### src/rtl/exec_sequencer.sv
// rtl/exec_sequencer.sv - multi-cycle FETCH/DECODE/EXECUTE/WRITEBACK sequencer with 8x32 register file
module exec_sequencer #(
    parameter logic [31:0] RESET_PC = 32'h0000_0000
) (
    input  logic        clk,
    input  logic        rst_n,
    output logic        imem_req,
    output logic [31:0] imem_addr,
    input  logic [31:0] imem_rdata,
    input  logic        imem_valid,
    output logic [31:0] alu_ip_0,
    output logic [31:0] alu_ip_1,
    output logic [2:0]  alu_opcode,
    input  logic [31:0] alu_op_0,
    input  logic        alu_change_pc,
    output logic        retire,
    output logic        halted
);

    typedef enum logic [2:0] {FETCH, DECODE, EXECUTE, WRITEBACK, HALT} state_t;

    localparam logic [2:0] OP_HALT = 3'd1;
    localparam logic [2:0] OP_BEQ  = 3'd2;
    localparam logic [2:0] OP_BLT  = 3'd3;

    state_t      state_q, state_d;
    logic [31:0] pc_q, pc_d;
    logic [31:0] ir_q, ir_d;
    logic [31:0] a_q, a_d;
    logic [31:0] b_q, b_d;
    logic [31:0] r_q, r_d;
    logic        t_q, t_d;
    logic [31:0] rf_q [8];
    logic        rf_we;

    logic [2:0]  opcode, rd, rs1, rs2;
    logic [31:0] offset_sext;
    logic        unused_ir;

    assign opcode      = ir_q[31:29];
    assign rd          = ir_q[28:26];
    assign rs1         = ir_q[25:23];
    assign rs2         = ir_q[22:20];
    assign offset_sext = {{16{ir_q[15]}}, ir_q[15:0]};
    assign unused_ir   = ^ir_q[19:16];

    assign imem_addr = pc_q;
    assign alu_ip_0  = a_q;
    assign alu_ip_1  = b_q;

    always_comb begin
        state_d    = state_q;
        pc_d       = pc_q;
        ir_d       = ir_q;
        a_d        = a_q;
        b_d        = b_q;
        r_d        = r_q;
        t_d        = t_q;
        rf_we      = 1'b0;
        imem_req   = 1'b0;
        retire     = 1'b0;
        halted     = 1'b0;
        alu_opcode = 3'd0;
        case (state_q)
            FETCH: begin
                // Reset parks the FSM in FETCH, so the request is masked while rst_n is low
                imem_req = rst_n;
                if (imem_valid) begin
                    ir_d    = imem_rdata;
                    state_d = DECODE;
                end
            end
            DECODE: begin
                if (opcode == OP_HALT) begin
                    state_d = HALT;
                end else begin
                    a_d     = rf_q[rs1];
                    b_d     = rf_q[rs2];
                    state_d = EXECUTE;
                end
            end
            EXECUTE: begin
                alu_opcode = opcode;
                r_d        = alu_op_0;
                t_d        = alu_change_pc;
                state_d    = WRITEBACK;
            end
            WRITEBACK: begin
                retire  = 1'b1;
                state_d = FETCH;
                if (opcode[2]) begin
                    rf_we = (rd != 3'd0);
                    pc_d  = pc_q + 32'd1;
                end else if ((opcode == OP_BEQ || opcode == OP_BLT) && t_q) begin
                    pc_d = pc_q + offset_sext;
                end else begin
                    pc_d = pc_q + 32'd1;
                end
            end
            HALT: begin
                halted = 1'b1;
            end
            default: begin
                state_d = FETCH;
            end
        endcase
    end

    always_ff @(posedge clk or negedge rst_n) begin
        if (!rst_n) begin
            state_q <= FETCH;
            pc_q    <= RESET_PC;
            ir_q    <= '0;
            a_q     <= '0;
            b_q     <= '0;
            r_q     <= '0;
            t_q     <= 1'b0;
            for (int i = 0; i < 8; i++) begin
                rf_q[i] <= '0;
            end
        end else begin
            state_q <= state_d;
            pc_q    <= pc_d;
            ir_q    <= ir_d;
            a_q     <= a_d;
            b_q     <= b_d;
            r_q     <= r_d;
            t_q     <= t_d;
            if (rf_we) begin
                rf_q[rd] <= r_q;
            end
        end
    end

endmodule

### config.mk
export PLATFORM = sky130hd
export DESIGN_NAME = exec_sequencer
export DESIGN_NICKNAME = d
export VERILOG_FILES = /design/src/rtl/exec_sequencer.sv
export SDC_FILE = /design/constraint.sdc
export NUM_CORES = 1
export LEC_CHECK = 0
export CORE_MARGIN = 10
export CORE_UTILIZATION = 54
export DETAILED_ROUTE_END_ITERATION = 10
export GPL_TIMING_DRIVEN = 0
export PLACE_DENSITY_LB_ADDON = 0.12
export SYNTH_ARGS = -nofsm -noshare
export SYNTH_HDL_FRONTEND = slang
export SYNTH_SLANG_ARGS = --single-unit
### constraint.sdc
create_clock -name clk -period 7.9 [get_ports clk]
set_input_delay 2.37 -clock clk [delete_from_list [all_inputs] [get_ports clk]]
set_output_delay 2.37 -clock clk [all_outputs]
set_load 0.01 [all_outputs]
==> impl_metrics.py <==
metrics = {
    "worst_setup_path": {
        "required_ns": 5.53,
        "reg2reg_to": "imem_addr[31]$_DFFE_PN0P_",
        "r2r_slack_ns": 4.32,
        "crit_type": "in -> out",
        "end_kind": "output pin",
        "reg2regPathDepth": 11,
        "arrival_ns": 3.83,
        "r2r_start": "ir_q[15]$_DFFE_PN0P_",
        "cp-start-kind": "input pin",
        "worstPathMaxFanout": 120,
    },
    "yosys": {
        "synthAdderAreaFrac_pct": 1.98,
        "yosysSeqAreaShare_pct": 49.0,
        "syn_inst": 1632,
        "synthSimpleGateAreaFrac_pct": 6.12,
        "ys_warn_count": 0,
        "yosys.cell_types.count": 67,
        "synth_top_family_by_area": "multiplexers",
        "synth_edf_count": 0,
        "synth_fp_nets": 1733,
        "synth_ff_type": "dfrtp_1",
        "async_flop_share_pct": 100,
        "synth.avg_cell_area_um2": 13.0,
        "synth_mux_area_share_pct": 31.9,
        "synthXorXnorAreaFrac_pct": 0.948,
        "ys_ff_latch": 416,
        "synth_compound_area_share_pct": 7.24,
        "synth.cell_area_um2": 21300,
    },
    "grt": {
        "grt_overflow": 0,
        "grt_antenna_before_repair": 1,
        "grt_pass1_vias": 15300,
        "grt_first_pass_wirelength_um": 90300,
        "grt_max_degree": 121,
        "grt_usage_pct": 24.5,
    },
    "clock_network": {
        "clockBufferDepth": 3,
        "htreeDepth": 2,
        "cts_root_buffer": "clkbuf_16",
        "cts_setup_buffers": 0,
        "clkSinkCount": 416,
        "cts_buffers": 45,
        "ctsHoldBuffers": 0,
        "post_cts_resized": 0,
        "path_clk_slew_ns": 0.06,
        "cts_tree": "built",
        "insertion_delay_ns": 0.58,
    },
    "finish": {
        "final_cell_mix": "dfrtp_1 (416), mux2_2 (287), clkdlybuf4s50_1 (164)",
        "final_nets": 1949,
        "drive_gt1_share_pct": 29.0,
        "syn2layout_area_growth_pct": 18.5,
        "layout.cells.most_common": "dfrtp_1",
    },
    "floorplan": {
        "ios": 170,
        "coreArea_um2": 38700,
        "dieHeight_um": 218,
        "initial_core_util_pct": 54.9,
        "rows": 72,
        "die_x_um": 218,
        "dieArea_um2": 47700,
    },
    "timing": {
        "fin_crit_sh_pct": 78.5,
        "relSlewSlack_pct": 25.4,
        "final_hold_viol_count": 0,
        "fmax_mhz": 161,
        "period_minus_slack_ns": 6.20,
        "setup_tns_ns": 0,
        "setup_viol_count_final": 0,
        "whs_ns": 0.479,
        "rsz0062_at_grt": "no",
        "tightestPinTransition_ns": 1.12,
        "final_max_slew_viol_count": 0,
        "skew_ns": 0.0136,
    },
    "placement": {
        "port_buffers": 165,
        "dp_hpwl_um": 39200,
        "place_congestion": 0.922,
    },
    "detailed_routing": {
        "drt_iter0_drc": 1150,
        "viasPerCell": 6.18,
        "vias": 14800,
        "wl_per_cell_um": 24.2,
        "drt-pass1-iter-count": 5,
        "postRouteAntennaNets": 0,
        "drcViolationCount": 0,
        "totalWireLength_um": 58200,
    },
    "hold_path": {
        "hold_end": "rf_q[234]$_DFFE_PN0P_",
        "holdCritPathClass": "reg -> reg",
        "min-delay-start": "rf_q[234]$_DFFE_PN0P_",
        "hold_depth": 1,
    },
    "power": {
        "p_per_area_nw_per_um2": 450,
        "ir_drop_mv": 0.271,
        "total_power_w": 0.0113,
        "cellLeakagePower_nw": 11.0,
    },
    "run_status": {
        "status": "finished, final reports clean",
    },
    "job": {
        "drv_cap": 0,
    },
}
cell families (layout without fill, tap and decap cells):
kind of cell               after synthesis  count (layout)
buffers and inverters                  149             400
muxes                                  481             481
adders and majority gates               33              33
AOI/OAI and AO/OA                      262             262
other                                    0               1
DFF                                    416             416
and+or+nand+nor                        268             268
xor gates and xnor gates                23              23
synth_stat cells (7+ instances only):
library cell,number,area [µm²]
mux4_2,128,2880
xor2_1,9,78.8
a31oi_1,9,56.3
and3_1,15,93.8
o211ai_1,7,52.6
nor2_1,117,439
buf_2,36,180
o22ai_1,9,56.3
or3_1,7,43.8
dfrtp_1,416,10400
nand3_1,22,110
xnor2_1,14,123
ha_1,32,400
inv_1,11,41.3
nand2_1,45,169
mux2_2,287,3230
o21ai_0,39,195
buf_1,15,56.3
a21oi_1,142,711
nor3b_1,7,52.6
nor3_1,12,60.1
mux2i_1,66,661
nand4_1,14,87.6
a21o_1,15,113
clkbuf_1,86,323
metrics by stage:
step	utilization (%)	instances	instance area [µm²]	setup WS, ns
finish	65.0	2402	25200	1.70
global route	65.0	2402	25200	1.55
CTS	65.0	2401	25200	1.63
detailed placement	61.1	2319	23700	1.64
global placement	60.8	2315	23600	-13.80
floorplan	-	1632	21300	3.01
final cells by class:
| type | instances | area, µm² |
|---|---|---|
| plain buffers | 137 | 559 |
| inverters | 12 | 45.0 |
| fillers | 2939 | 13600 |
| repair buffers | 169 | 1770 |
| clock buffers | 58 | 1250 |
| clock inverters | 24 | 269 |
| diodes | 1 | 2.50 |
| multi-input cells | 1067 | 10200 |
| well taps | 518 | 648 |
| flip-flops and latches | 416 | 10400 |
how the worst max path moves through the flow:
stage          startpoint                  end  slack, ns
6_report            rst_n             imem_req       1.70
2_1_floorplan       rst_n             imem_req       3.01
3_5_place_dp        rst_n             imem_req       1.64
5_1_grt             rst_n             imem_req       1.55
4_1_cts             rst_n             imem_req       1.63
3_3_place_gp        rst_n  r_q[17]$_DFFE_PN0N_     -13.80
power breakdown:
part           internal (W)  switching (W)  leakage, nW
clock               0.00128       0.000905        0.752
sequential          0.00297       0.000797         5.35
combinational       0.00261        0.00277         4.88
total               0.00686        0.00447         11.0
sequential cells by signal, summed over array words and instances (netlist names):
| register | cells |
|---|---|
| rf_q | 256 |
| alu_ip_0 | 32 |
| t_q | 1 |
| state_q | 3 |
| imem_addr | 32 |
| r_q | 32 |
| alu_ip_1 | 32 |
| ir_q | 28 |
critical path, cell delays in order:
cell and delay [ns]:
buf_8 0.20, buf_16 0.44, and2_1 0.21, clkdlybuf4s50_1 0.53
metal layers:
metal	up-vias	share of wire, %	global-route usage [%]
met5	-	0.095	0.937
met2	513	47	38.0
li1	6556	-	-
met1	7663	43	33.6
met3	109	6.9	4.99
met4	2	2.8	8.68
Note: power is estimated with default switching activity, not from simulation.
